## src/rtl/reg_file_pkg.sv

```systemverilog
// Shared opcode constants and decode-class helpers for the register file / scoreboard.
package reg_file_pkg;

    localparam logic [6:0] OP_R      = 7'b0110011;
    localparam logic [6:0] OP_IMM    = 7'b0010011;
    localparam logic [6:0] OP_LOAD   = 7'b0000011;
    localparam logic [6:0] OP_STORE  = 7'b0100011;
    localparam logic [6:0] OP_BRANCH = 7'b1100011;
    localparam logic [6:0] OP_JAL    = 7'b1101111;
    localparam logic [6:0] OP_JALR   = 7'b1100111;
    localparam logic [6:0] OP_LUI    = 7'b0110111;
    localparam logic [6:0] OP_AUIPC  = 7'b0010111;

    function automatic logic writes_rd(input logic [6:0] op);
        case (op)
            OP_R, OP_IMM, OP_LOAD, OP_JAL, OP_JALR, OP_LUI, OP_AUIPC: return 1'b1;
            default: return 1'b0;
        endcase
    endfunction

    function automatic logic uses_rs1(input logic [6:0] op);
        case (op)
            OP_R, OP_IMM, OP_LOAD, OP_STORE, OP_BRANCH, OP_JALR: return 1'b1;
            default: return 1'b0;
        endcase
    endfunction

    function automatic logic uses_rs2(input logic [6:0] op);
        case (op)
            OP_R, OP_STORE, OP_BRANCH: return 1'b1;
            default: return 1'b0;
        endcase
    endfunction

endpackage

```

## src/rtl/reg_file_sb_scoreboard.sv

```systemverilog
// Per-register busy scoreboard: tracks in-flight writebacks and raises stall on RAW/WAW hazards.
module reg_scoreboard
    import reg_file_pkg::*;
#(
    parameter  int NUM_REGS = 32,
    localparam int ADDR_W   = $clog2(NUM_REGS)
) (
    input  logic                clk,
    input  logic                i_rst_n,
    input  logic                i_issue_valid,
    input  logic [6:0]          i_opcode,
    input  logic [ADDR_W-1:0]   i_rs1_addr,
    input  logic [ADDR_W-1:0]   i_rs2_addr,
    input  logic [ADDR_W-1:0]   i_rd_addr,
    input  logic                i_wb_valid,
    input  logic [ADDR_W-1:0]   i_wb_addr,
    input  logic                i_fwd1,
    input  logic                i_fwd2,
    output logic                o_stall,
    output logic [NUM_REGS-1:0] o_busy
);

    logic [NUM_REGS-1:0] r_busy;
    logic                w_writes;
    logic                w_raw1;
    logic                w_raw2;
    logic                w_waw;
    logic                w_stall;
    logic                w_set;

    always_comb begin
        w_writes = writes_rd(i_opcode);
        w_raw1   = uses_rs1(i_opcode) & r_busy[i_rs1_addr] & ~i_fwd1;
        w_raw2   = uses_rs2(i_opcode) & r_busy[i_rs2_addr] & ~i_fwd2;
        // A writeback retiring the old producer of rd removes the WAW conflict this cycle.
        w_waw    = w_writes & r_busy[i_rd_addr] & ~(i_wb_valid & (i_wb_addr == i_rd_addr));
        w_stall  = i_issue_valid & (w_raw1 | w_raw2 | w_waw);
        w_set    = i_issue_valid & ~w_stall & w_writes & (i_rd_addr != '0);
    end

    // The set is ordered after the clear so a new producer wins over the retiring one.
    always_ff @(posedge clk or negedge i_rst_n) begin
        if (!i_rst_n) begin
            r_busy <= '0;
        end else begin
            if (i_wb_valid)
                r_busy[i_wb_addr] <= 1'b0;
            if (w_set)
                r_busy[i_rd_addr] <= 1'b1;
        end
    end

    assign o_stall = w_stall;
    assign o_busy  = r_busy;

endmodule

```

## src/rtl/reg_file_sb.sv

```systemverilog
// Integer register file with two combinational reads, one registered write, busy scoreboard and
// I-type operand-B select. Define REG_FILE_BYPASS_EN for same-cycle writeback-to-read forwarding.
module reg_file_sb
    import reg_file_pkg::*;
#(
    parameter  int XLEN     = 32,
    parameter  int NUM_REGS = 32,
    localparam int ADDR_W   = $clog2(NUM_REGS)
) (
    input  logic                clk,
    input  logic                reset,
    input  logic                issue_valid,
    input  logic [6:0]          opcode,
    input  logic [ADDR_W-1:0]   rs1_addr,
    input  logic [ADDR_W-1:0]   rs2_addr,
    input  logic [ADDR_W-1:0]   rd_addr,
    input  logic [11:0]         imm_in,
    input  logic                wb_valid,
    input  logic [ADDR_W-1:0]   wb_addr,
    input  logic [XLEN-1:0]     wb_data,
    output logic [XLEN-1:0]     data1,
    output logic [XLEN-1:0]     data2,
    output logic [XLEN-1:0]     op_b,
    output logic                stall,
    output logic [NUM_REGS-1:0] busy
);

    logic [XLEN-1:0] r_regs [NUM_REGS];
    logic            w_fwd1;
    logic            w_fwd2;
    logic [XLEN-1:0] w_data1;
    logic [XLEN-1:0] w_data2;
    logic [XLEN-1:0] w_imm_ext;

    always_ff @(posedge clk or negedge reset) begin
        if (!reset) begin
            for (int i = 0; i < NUM_REGS; i++)
                r_regs[i] <= '0;
        end else if (wb_valid && (wb_addr != '0)) begin
            r_regs[wb_addr] <= wb_data;
        end
    end

    always_comb begin
        w_fwd1 = 1'b0;
        w_fwd2 = 1'b0;
`ifdef REG_FILE_BYPASS_EN
        w_fwd1 = wb_valid && (wb_addr == rs1_addr) && (rs1_addr != '0);
        w_fwd2 = wb_valid && (wb_addr == rs2_addr) && (rs2_addr != '0);
`endif
        if (rs1_addr == '0)
            w_data1 = '0;
        else
            w_data1 = w_fwd1 ? wb_data : r_regs[rs1_addr];
        if (rs2_addr == '0)
            w_data2 = '0;
        else
            w_data2 = w_fwd2 ? wb_data : r_regs[rs2_addr];
        w_imm_ext = {{(XLEN-12){imm_in[11]}}, imm_in};
    end

    reg_scoreboard #(
        .NUM_REGS(NUM_REGS)
    ) u_sb (
        .clk          (clk),
        .i_rst_n      (reset),
        .i_issue_valid(issue_valid),
        .i_opcode     (opcode),
        .i_rs1_addr   (rs1_addr),
        .i_rs2_addr   (rs2_addr),
        .i_rd_addr    (rd_addr),
        .i_wb_valid   (wb_valid),
        .i_wb_addr    (wb_addr),
        .i_fwd1       (w_fwd1),
        .i_fwd2       (w_fwd2),
        .o_stall      (stall),
        .o_busy       (busy)
    );

    assign data1 = w_data1;
    assign data2 = w_data2;
    assign op_b  = (opcode == OP_IMM) ? w_imm_ext : w_data2;

endmodule

```

## config.mk

```make
export PLATFORM = sky130hd
export DESIGN_NAME = reg_file_sb
export DESIGN_NICKNAME = d
export VERILOG_FILES = /design/src/rtl/reg_file_pkg.sv /design/src/rtl/reg_file_sb_scoreboard.sv /design/src/rtl/reg_file_sb.sv
export SDC_FILE = /design/constraint.sdc
export NUM_CORES = 2
export LEC_CHECK = 0
export CAP_MARGIN = 20
export CELL_PAD_IN_SITES_DETAIL_PLACEMENT = 1
export CELL_PAD_IN_SITES_GLOBAL_PLACEMENT = 2
export CORE_MARGIN = 3
export CORE_UTILIZATION = 35
export CTS_BUF_LIST = sky130_fd_sc_hd__clkbuf_8
export DETAILED_ROUTE_END_ITERATION = 6
export PLACE_DENSITY_LB_ADDON = 0.1
export SLEW_MARGIN = 5
export SYNTH_ARGS = -nofsm -noshare
export SYNTH_HDL_FRONTEND = slang
export SYNTH_HIERARCHICAL = 1
export SYNTH_SLANG_ARGS = --single-unit
export TNS_END_PERCENT = 5
```

## constraint.sdc

```tcl
create_clock -name clk -period 3.75 [get_ports clk]
set_clock_uncertainty 0.15 [all_clocks]
set_input_delay 0.5625 -clock clk [delete_from_list [all_inputs] [get_ports clk]]
set_output_delay 0.5625 -clock clk [all_outputs]
set_load 0.05 [all_outputs]
```

Word-level counts from Yosys, hierarchy flattened --
Cells that the tools add are included.
Storage, ports and cells: bits of input ports 75, register bits after elaboration 1056, word-level logic and storage cells 110, output and inout bits 129
Cells by class: equal/unequal tests 10, reduce and logical (&&, ||, !) cells 11, bitwise gates (word level) 19, mux-type cells 27, $lt $le $gt $ge 10
Operators with widths (count):
- bitwise mux 1024 bit | 1
- binary-select mux 32 bit (select 5 bit) | 2
- two-way mux 32 bit | 10
- demux 32 bit (select 5 bit) | 1
- AND 32 bit | 1
- inverter 32 bit | 1
- bitwise OR 32 bit | 1
- < comparator 5 x 6 -> 1 bit (second input constant) | 4
- equality test 7 x 6 -> 1 bit (second input constant) | 3
- equality test 7 bit (second input constant) | 3
- >= comparator 6 bit (second input constant) | 3
- inverter 5 -> 6 bit | 3
- binary-select mux 1 bit (select 5 bit) | 3
- equality test 7 x 5 -> 1 bit (second input constant) | 2
- demux 1 bit (select 5 bit) | 2
- >= comparator 5 x 1 -> 1 bit (second input constant) | 2
- zero test 5 bit | 2
- nonzero test 5 bit | 2
- AND 1 bit | 9
- two-way mux 1 bit | 8
- equality test 7 x 2 -> 1 bit (second input constant) | 1
- OR reduction 7 bit | 1
- < comparator 6 x 1 -> 1 bit (second input constant) | 1
- OR reduction 6 bit | 1
- other kinds (5) | 10

Longest topological paths before layout --
depth after elaboration 12, mapped depth 10, gate-level depth less buffers 6

Hierarchy --
Netlist, hierarchy kept.
By module, submodules not included:
- reg_file_sb | times used 1, area each 55120.4 sq um, cells each 3836
- reg_scoreboard | times used 1, area each 2730.1 sq um, cells each 303

Least setup slack after synthesis --
No wires, ideal clock.
path type input-to-output, start input rs2_addr[0], end output op_b[10], required time 3.037 ns, path slack -0.565 ns, cell stages on the path 8, path buffers 3, arrival time 3.603 ns, cell sequence buf_2 -> and2_1 -> buf_2 -> clkbuf_1 -> a22oi_1 -> a21oi_1 -> nor4_1 -> mux2_2
On the way: word-level cells in the longest chain between the ends 6, elaborated cells on any way between the ends 7, classes of those cells mux (5); bitwise (1); reduce/logical (1)
RTL lines:
- start: declaration | line reg_file_sb.sv:15 | input logic [ADDR_W-1:0] rs2_addr,
- inverter 5 -> 6 bit (implied by the code) | line reg_file_sb.sv:58 | w_data2 = w_fwd2 ? wb_data : r_regs[rs2_addr];
- binary-select mux 32 bit (select 5 bit) | line reg_file_sb.sv:58
- two-way mux 32 bit (implied by the code) (2 in a row) | line reg_file_sb.sv:58
- two-way mux 32 bit (*) | line reg_file_sb.sv:55 | if (rs2_addr == '0)
- net data2[10] | line reg_file_sb.sv:22 | output logic [XLEN-1:0] data2,
- two-way mux 32 bit (*) | line reg_file_sb.sv:82 | assign op_b = (opcode == OP_IMM) ? w_imm_ext : w_data2;
- end: declaration | line reg_file_sb.sv:23 | output logic [XLEN-1:0] op_b,
Mark *: on every way through the listed nets, which the timed path passes. The rest lies on a longest branch. The select of a mux whose other input is x is not followed.

Final worst setup path --
start input rs2_addr[4], end output op_b[16]
On the way: word-level cells in the longest chain between the ends 6, elaborated cells on any way between the ends 7, classes of those cells mux (5); bitwise (1); reduce/logical (1)
RTL lines (line):
- inverter 5 -> 6 bit (implied by the code) | reg_file_sb.sv:58
- binary-select mux 32 bit (select 5 bit) | reg_file_sb.sv:58
- two-way mux 32 bit (implied by the code) (2 in a row) | reg_file_sb.sv:58
- two-way mux 32 bit (*) | reg_file_sb.sv:55
- two-way mux 32 bit (*) | reg_file_sb.sv:82
Every way passes the cells marked *; elsewhere a longest branch is shown, timed or not. The select of a mux whose other input is x is not followed.

==> metrics <==
number of max-slew violations in the final report 0; mean area per synthesized cell 13.98 µm²; CTS tree yes; maxcap violations 0; final WL 221200 µm; area leader, netlist dfrtp_1; PortBufs 203; leakage 0.03097 µW; # clock sinks 1056; Placed Area 65630 µm²; WHS Path Cells 0; RR Startpoint u_sb/o_busy[6]$_DFF_PN0_; CP max FO 13; crit path DAT 3.06 ns; peak supply drop 400.5 µV; final hold vios 0; number of global-route vias before repair 42220; Clock Pin Slew Worst Setup and Hold Paths 0.05 ns; Post-Synth XOR/XNOR Area 0.07570%; failing checks negative setup slack; Startpoint Class input pin; CP Capture Type primary output; status finished with violations; Core ar. 163500 µm²; Seq/Total Area, Yosys 45.68%; via count 39570; main combinational cell family by area after synthesis multiplexers; Reg-to-Reg End u_sb/o_busy[8]$_DFF_PN0_; post-synthesis cell count 4139; multiplexer area fraction after synthesis 42.49%; Rows 148; Post-synth EDFFs 0; Power Dens Cells 503.7 nW/µm²; post-layout net count 4534; final setup vio count 6; Buf+Inv Stages, Crit Path 5; Place WS -0.5184 ns; largest net degree at the start of global routing 113; drt pass-1 iters 5; Die Width 412.6 µm; CP required 3.04 ns; post-route design area 70290 µm²; count of different cell masters after synthesis 56; Largest stage delay, worst path 0.57 ns; die height 412.6 µm; Least-Margin Pin Slew 1.104 ns; most common cell after layout, fill and taps aside dfrtp_1; drt initial violations 2794; #FFs+latches synth 1056; post-layout util 42.99%; adder-cell share of the synthesized area 0%; Tot GR Track Use 25.97%; mapped cell area 57850 µm²; vias per inst 5.820; Remaining Overflow, GRT 0; RSZ-0062 raised after global routing yes; minimum clock period 3.771 ns; hold worst-path end r_regs[1020]$_DFFE_PN0P_; CTS root buf clkbuf_8; htree depth 4; Worst path slowest cell clkdlybuf4s50_1; Main synth FF type dfrtp_1; commonest cells after routing, fill and taps aside dfrtp_1 (1039), mux2_2 (995), mux2i_1 (428); Rel. slew slack 26.39%; Simple-Gate Fraction of Synth Area 2.738%; Area Overhead vs Synth 21.51%; Initial Util 35.38%; area fraction in compound gates after synthesis 5.029%; DPL Wire Length 141200 µm; global-route wire length before repair 319500 µm; Setup TNS Final -0.08150 ns; worst setup margin -0.02062 ns; Min-Delay Path Class flop to flop; Worst path most repeated cell buf_4; Area contributors post-synth dfrtp_1 (46%), mux2_2 (19%), mux4_2 (15%), mux2i_1 (7.4%), a22oi_1 (2.6%); worst-skew pair later-pin latency 0.92 ns; Crit Path Category input pin to primary output; Yosys warning count 6; Reg2Reg Depth 6; Routed WL per cell 32.54 µm; fillers 16410; CTS buffer count 199; CTS max path bufs 3; fmax 265.2 MHz; post-synth top area share 45.68%; residual DRC count 0; Levels on crit path 9; die area 170200 µm²; GP Congestion 0.7879; Crit path max-delay family buffers and inverters; share of post-route cells with drive strength above 1 49.34%; initial antenna violation count 11; Async SR Flop Fraction 100.0%; # IOs 204; hold wc startpoint r_regs[1020]$_DFFE_PN0P_; reg2reg setup slack 1.20 ns; Tcrit/Tclk final 100.5%; ANT nets after route 0; cells along the critical path clkdlybuf4s50_1 > buf_4 > nand2_4 > buf_6 > a21oi_1 > nor3_1 > buf_4 > a31o_2 > buf_12
-- per-stage QoR --
stage / total power [µW] / instances / hold WS [ns]
floorplan: 20540 / 4140 / 0.1169
CTS: 35740 / 6770 / 0.2466
finish: 35400 / 6798 / 0.2447
global route: 37160 / 6794 / 0.1817
global placement: 23550 / 6403 / 0.2289
detailed placement: 23770 / 6408 / 0.2336
-- metal layers --
metal / global-route usage [%] / part of all wire (%) / vias to the layer above
li1: - / - / 16510
met1: 37.31 / 47 / 21830
met2: 41.06 / 47 / 916
met3: 3.866 / 4.0 / 302
met4: 6.701 / 2.4 / 4
met5: 0 / 0.014 / -
-- state kept, by name, summed over array words and instances (netlist names) --
signal / flops
r_regs: 1024
u_sb/o_busy: 32
-- how the worst max path moves through the flow --
stage	slack (ns)	endpoint	start
finish	-0.02	op_b[16]	rs2_addr[4]
global route	-0.05	op_b[8]	rs2_addr[3]
CTS	-0.08	stall	u_sb/o_busy[17]$_DFF_PN0_
detailed placement	-0.52	op_b[13]	rs2_addr[3]
global placement	-0.61	op_b[13]	rs2_addr[3]
floorplan	-0.57	op_b[1]	rs2_addr[0]
-- worst register-to-register path: stages, from the launching register on --
cell and delay [ns]:
dfrtp_2 0.46, mux4_1 0.53, mux2_2 0.31, o311ai_4 0.30, buf_4 0.40, nand3_1 0.17
o21ai_2 0.16
-- synthesized netlist by cell type (all sizes together), types with 15 or more instances --
master and n:
a22oi 197, buf 223, clkbuf 231, mux2i 430
dfrtp 1056, nor4 25, inv 41, mux2 1000
a31o 21, and2 22, nor2 28, o21ai 96
mux4 399, nand2 111, nand3 17, a21oi 94
nor3 38, nand3b 15
-- layout make-up --
cell class              count  area [µm²]  area share (%)
diodes                      6       15.01         0.02136
clock buffers             261        3592           5.110
clock inverters            98       525.5          0.7476
inverters                  41       153.9          0.2189
multi-input cells        2589       29530           42.00
flip-flops and latches   1056       26450           37.62
well taps                2175        2721           3.871
repair buffers            572        7312           10.40
-- what timing repair did --
action | 4_1_cts | 5_1_grt
resized for setup | 25 | 18
endpoints found under the hold margin | 669 | 0
setup endpoints to repair | 65 | 20
buffers inserted | 0 | 1
pin swaps | 0 | 3
hold buffers | 3 | 0
-- logic make-up (layout without fill, tap and decap cells) --
group / after synthesis / count (layout)
other: 1 / 8
DFF: 1056 / 1056
and+or+nand+nor: 309 / 309
xor gates and xnor gates: 5 / 5
muxes: 1829 / 1829
AOI/OAI and AO/OA: 444 / 444
buffers and inverters: 495 / 972
-- power breakdown --
part	internal [µW]	leakage (µW)	switching, µW
clock	6400	0.00236	5350
combinational	4610	0.0151	3860
sequential	13500	0.0135	1660
total	24500	0.0310	10900
Note: power is estimated with default switching activity, not from simulation.
